[config.mk]
export PLATFORM = sky130hd
export DESIGN_NAME = bcd_operand_adder
export DESIGN_NICKNAME = d
export VERILOG_FILES = /design/src/rtl/bcd_operand_adder.sv
export SDC_FILE = /design/constraint.sdc
export NUM_CORES = 1
export LEC_CHECK = 0
export ABC_CLOCK_PERIOD_IN_PS = 6350
export BUFFER_PORTS_ARGS = -buffer_cell sky130_fd_sc_hd__buf_2
export CAP_MARGIN = 10
export CORE_ASPECT_RATIO = 0.7
export CORE_MARGIN = 5
export CORE_UTILIZATION = 59
export CTS_BUF_LIST = sky130_fd_sc_hd__clkbuf_8
export DETAILED_ROUTE_END_ITERATION = 10
export PLACE_DENSITY = 0.88
export SYNTH_ARGS = -nofsm -noshare
export SYNTH_HDL_FRONTEND = slang
export SYNTH_SLANG_ARGS = --single-unit
[constraint.sdc]
create_clock -name clk -period 6.35 [get_ports clk]
set_clock_uncertainty 0.2 [all_clocks]
set_input_delay 0.635 -clock clk [delete_from_list [all_inputs] [get_ports clk]]
set_output_delay 0.635 -clock clk [all_outputs]
set_load 0.01 [all_outputs]
[src/rtl/bcd_operand_adder.sv]
// bcd_operand_adder: captures two successive BCD numbers from the input
// manager as operands A and B, then adds them one digit per clock with a
// ripple carry.
//
// Ports:
//   clk          system clock, rising edge
//   reset        synchronous active-low reset
//   number_in    BCD number, digit i at [4i+3:4i]
//   number_valid input-manager ready level; only its 0->1 edge is an event
//   clear        synchronous abort/restart, active-high
//   operand_a/b  captured operands
//   sum_bcd      BCD sum, top digit 0 or 1
//   sum_valid    sum_bcd holds a completed result
//   busy         addition in progress
//   error        last captured number had a digit > 9
//   state_out    0 WAIT_A, 1 WAIT_B, 2 ADD, 3 DONE
module bcd_operand_adder #(
  parameter int unsigned DIGITS = 3
) (
  input  logic                    clk,
  input  logic                    reset,
  input  logic [4*DIGITS-1:0]     number_in,
  input  logic                    number_valid,
  input  logic                    clear,
  output logic [4*DIGITS-1:0]     operand_a,
  output logic [4*DIGITS-1:0]     operand_b,
  output logic [4*(DIGITS+1)-1:0] sum_bcd,
  output logic                    sum_valid,
  output logic                    busy,
  output logic                    error,
  output logic [1:0]              state_out
);

  localparam int unsigned IdxW = (DIGITS > 1) ? $clog2(DIGITS) : 1;
  localparam int unsigned InW  = 4 * DIGITS;
  localparam int unsigned SumW = 4 * (DIGITS + 1);

  typedef enum logic [1:0] {StWaitA = 2'd0, StWaitB = 2'd1, StAdd = 2'd2, StDone = 2'd3} state_e;

  state_e            state_q, state_d;
  logic              valid_q, valid_d;
  logic [InW-1:0]    opa_q, opa_d;
  logic [InW-1:0]    opb_q, opb_d;
  logic [SumW-1:0]   sum_q, sum_d;
  logic              sum_valid_q, sum_valid_d;
  logic              error_q, error_d;
  logic [IdxW-1:0]   idx_q, idx_d;
  logic              carry_q, carry_d;

  logic              event_w;
  logic              bad_w;
  logic              last_digit_w;

  function automatic logic has_bad_digit(input logic [InW-1:0] v);
    for (int i = 0; i < int'(DIGITS); i++) begin
      if (v[4*i +: 4] > 4'd9) return 1'b1;
    end
    return 1'b0;
  endfunction

  assign event_w      = number_valid & ~valid_q;
  assign bad_w        = has_bad_digit(number_in);
  assign last_digit_w = (idx_q == IdxW'(DIGITS - 1));

  // State register and datapath registers
  always_ff @(posedge clk) begin
    if (!reset) begin
      state_q     <= StWaitA;
      valid_q     <= 1'b0;
      opa_q       <= '0;
      opb_q       <= '0;
      sum_q       <= '0;
      sum_valid_q <= 1'b0;
      error_q     <= 1'b0;
      idx_q       <= '0;
      carry_q     <= 1'b0;
    end else begin
      state_q     <= state_d;
      valid_q     <= valid_d;
      opa_q       <= opa_d;
      opb_q       <= opb_d;
      sum_q       <= sum_d;
      sum_valid_q <= sum_valid_d;
      error_q     <= error_d;
      idx_q       <= idx_d;
      carry_q     <= carry_d;
    end
  end

  // Next-state logic
  always_comb begin
    state_d = state_q;
    if (clear) begin
      state_d = StWaitA;
    end else begin
      unique case (state_q)
        StWaitA: if (event_w && !bad_w) state_d = StWaitB;
        StWaitB: if (event_w && !bad_w) state_d = StAdd;
        StAdd:   if (last_digit_w) state_d = StDone;
        StDone:  if (event_w && !bad_w) state_d = StWaitB;
        default: state_d = StWaitA;
      endcase
    end
  end

  // Datapath next-state
  always_comb begin
    logic [3:0]  a_dig;
    logic [3:0]  b_dig;
    logic [4:0]  t;
    logic [4:0]  t_adj;
    logic [3:0]  s_dig;
    logic        c_out;
    int unsigned lsb;

    valid_d     = number_valid;  // edge register runs in every state, clear included
    opa_d       = opa_q;
    opb_d       = opb_q;
    sum_d       = sum_q;
    sum_valid_d = sum_valid_q;
    error_d     = error_q;
    idx_d       = idx_q;
    carry_d     = carry_q;

    lsb   = 4 * int'(idx_q);
    a_dig = opa_q[lsb +: 4];
    b_dig = opb_q[lsb +: 4];
    t     = {1'b0, a_dig} + {1'b0, b_dig} + {4'b0000, carry_q};
    t_adj = t - 5'd10;
    if (t > 5'd9) begin
      s_dig = t_adj[3:0];
      c_out = 1'b1;
    end else begin
      s_dig = t[3:0];
      c_out = 1'b0;
    end

    if (clear) begin
      opa_d       = '0;
      opb_d       = '0;
      sum_d       = '0;
      sum_valid_d = 1'b0;
      error_d     = 1'b0;
      idx_d       = '0;
      carry_d     = 1'b0;
    end else begin
      unique case (state_q)
        StWaitA: begin
          if (event_w) begin
            error_d = bad_w;
            if (!bad_w) opa_d = number_in;
          end
        end
        StWaitB: begin
          if (event_w) begin
            error_d = bad_w;
            if (!bad_w) begin
              opb_d   = number_in;
              idx_d   = '0;
              carry_d = 1'b0;
              sum_d   = '0;
            end
          end
        end
        StAdd: begin
          // Events are ignored here; the edge register still tracks the level.
          sum_d[lsb +: 4] = s_dig;
          carry_d         = c_out;
          idx_d           = idx_q + 1'b1;
          if (last_digit_w) begin
            sum_d[4*DIGITS +: 4] = {3'b000, c_out};
            sum_valid_d          = 1'b1;
          end
        end
        StDone: begin
          if (event_w) begin
            error_d = bad_w;
            // A valid event starts a new operand A; the old sum stays visible.
            if (!bad_w) begin
              opa_d       = number_in;
              sum_valid_d = 1'b0;
            end
          end
        end
        default: ;
      endcase
    end
  end

  // Outputs, all derived from registers only
  always_comb begin
    operand_a = opa_q;
    operand_b = opb_q;
    sum_bcd   = sum_q;
    sum_valid = sum_valid_q;
    error     = error_q;
    busy      = (state_q == StAdd);
    state_out = state_q;
  end

endmodule

==> results.yml <==
run_status:
  status: "finished clean"
clock_network:
  clkTransAtPathRegs_ns: 0.09
  cts_resized: 0
  cts_root_buffer: "clkbuf_8"
  cts_setup_buffers: 0
  clock_latency_ns: 0.31
  cts_buffer_depth: 2
  cts.sinks: 48
  cts_inserted_buffers: 5
  cts_max_level: 2
  cts_tree: "built"
  postCtsHoldBufs: 0
hold_path:
  holdPathStages: 2
  whs_endpoint: "operand_b[10]$_SDFFE_PP0P_"
  min_path_type: "flop to flop"
  min_from: "operand_b[10]$_SDFFE_PP0P_"
critical_path:
  r2r-start: "idx_q[1]$_SDFFE_PP0P_"
  critPathKind: "flop to flop"
  crit_fanout: 13
  critPathTopFamily: "adder cells"
  critPathBufInv: 1
  r2r_slack_ns: 2.36
  startpoint_type: "flop"
  crit_chain: "nor2_1, nand2_1, o21ai_0, fa_1, fa_1, clkinv_1, ha_1, nor2b_1, a31o_1, o31ai_4, mux2i_1, a32o_1"
  worst-endpoint-required_ns: 6.40
  cpMaxStageDelayCell: "dfxtp_1"
  r2r-end: "sum_bcd[10]$_SDFFE_PP0P_"
  arrival_ns: 4.04
  cp-end-kind: "flop"
  crit_top_cell: "fa_1"
  max_stage_delay_ns: 0.69
  r2r_cells: 12
pwr:
  peakVddDrop_mv: 0.161
  power_uw: 588
  leakagePower_nw: 1.12
  p_per_area_mw_per_mm2: 210
placement:
  hpwl_um: 4510
  place.gp.congestion: 0.879
  io_buffers: 60
  dp.cells: 372
global_routing:
  grt_start_max_net_pins: 40
  grtUsageTotal_pct: 23.2
  antenna_found_initial: 0
  grt_pass1_vias: 1952
  grt_overflow: 0
  grt_pass1_wl_um: 10000
detailed_routing:
  wl_per_cell_um: 16.1
  drt_iter0_drc: 267
  post-route-drc-count: 0
  via_per_inst: 6.11
  routed_wl_um: 6110
  via_count: 2323
  antenna_left: 0
  dr.pass1.iters: 6
synthesis:
  async_reset_ff_share_pct: 0
  ys_ff_latch: 48
  yosysWarnings: 0
  dominantRegCellSynth: "dfxtp_1"
  synth_edf_count: 0
  netlist_area_mm2: 0.00237
  synth_cell_types: 40
  ys_seq_area_share_pct: 40.5
  synth_top_cell_area_share_pct: 40.5
  synth_nets: 305
  synth_area_leaders: "dfxtp_1 41%, a21oi_1 8.0%, nand3_1 6.5%"
  synthCells: 275
  syn_area_per_cell_um2: 8.62
  yosysTopAreaCell: "dfxtp_1"
timing:
  hold_violations: 0
  worst_slew_pin_slew_ns: 0.934
  slew_viol_final: 0
  rsz0062_at_grt: "no"
  slew_headroom_pct: 37.7
  setup_violations: 0
  max_freq_ghz: 0.251
  tns_ns: 0
  min_period_ns: 3.99
  fin_crit_sh_pct: 62.8
final_layout:
  fin_util_pct: 71.9
  antennaDiodeCount: 0
  nFillCells: 328
  final_cell_mix: "60 x buf_2, 48 x dfxtp_1, 38 x nand2_1, 38 x a21oi_1, 31 x nand3_1"
  area_growth_pct: 18.3
  instances_no_fill: 380
  final_common_cell: "buf_2"
  seq_area_um2: 961
  multi_input_area_mm2: 0.00132
  drive_gt1_share_pct: 22.3
  final_nets: 357
floorplanning:
  num_io_pins: 61
  rows: 19
  initial_utilization_pct: 60.8
  die_h_um: 63.0
  core_area_mm2: 0.00390
  die_w_um: 85.8
  die_area_mm2: 0.00541
flow_run:
  drv_cap: 0
[per-layer routing]
metal  vias up  share of wire (%)  track usage (%)
met5         -                  0                0
met2       132                 43             32.4
met3        13                9.6             4.74
met4         0                1.7             7.31
li1       1096                  -                -
met1      1082                 46             35.1
[flip-flops by register name (all words and copies together), names as in the netlist]
signal and count:
operand_a 12, carry_q 1, state_out 2, idx_q 2
valid_q 1, sum_bcd 16, sum_valid 1, operand_b 12
error 1
[power breakdown]
part	internal, mW	switching [mW]	total [mW]
registers	0.303	0.00209	0.305
clock network	0.129	0.107	0.236
logic	0.0144	0.0324	0.0468
total	0.446	0.141	0.588
[layout make-up]
cell class                      instances  area share [%]
Tap cell                               52            2.32
Clock inverter                          2            1.38
Timing Repair Buffer                   61            11.0
Sequential cell                        48            34.3
Multi-Input combinational cell        203            47.0
Clock buffer                            6            2.95
Inverter                                8            1.07
[logic make-up (layout without fill, tap and decap cells)]
family | after synthesis | count (layout) | share of synthesized area [%]
flops | 48 | 48 | 40.5
simple gates | 95 | 95 | 19.3
compound gates | 82 | 82 | 23.4
buf+inv | 24 | 77 | 3.85
mux | 10 | 10 | 4.22
fa+ha+maj | 14 | 14 | 8.02
xor+xnor | 2 | 2 | 0.739
[through the flow]
step	hold slack [ns]	setup slack (ns)	cell area [um^2]
final	0.276	2.36	2800
after global routing	0.287	2.06	2800
after CTS	0.278	2.37	2800
after detailed placement	0.260	2.40	2680
after global placement	0.247	2.52	2680
after floorplan	0.257	2.65	2370
[synth_stat cells, drive strengths merged (4+ instances only)]
library cell and number:
a32o 12, mux2i 10, inv 7, o21ai 13
dfxtp 48, nand2 38, nand2b 4, buf 4
a21oi 39, nor2 6, clkbuf 12, ha 12
nor2b 5, nand3 31
[how the worst max path moves through the flow]
stage,startpoint,slack (ns),to,depth (start not counted)
5_1_grt,idx_q[1]$_SDFFE_PP0P_,2.06,sum_bcd[6]$_SDFFE_PP0P_,12
3_5_place_dp,idx_q[1]$_SDFFE_PP0P_,2.40,sum_bcd[6]$_SDFFE_PP0P_,12
6_report,idx_q[1]$_SDFFE_PP0P_,2.36,sum_bcd[10]$_SDFFE_PP0P_,12
4_1_cts,idx_q[1]$_SDFFE_PP0P_,2.37,sum_bcd[6]$_SDFFE_PP0P_,12
3_3_place_gp,idx_q[1]$_SDFFE_PP0P_,2.52,sum_bcd[6]$_SDFFE_PP0P_,12
2_1_floorplan,idx_q[1]$_SDFFE_PP0P_,2.65,sum_bcd[6]$_SDFFE_PP0P_,12
[worst reg2reg max path, delay by kind of cell, from the launching register on]
family	cells	cell delay, ns
mux	1	0.40
buf+inv	1	0.11
fa+ha+maj	3	1.19
flops	1	0.69
compound gates	4	0.83
simple gates	3	0.50
Power figures use the tool's default switching activity.
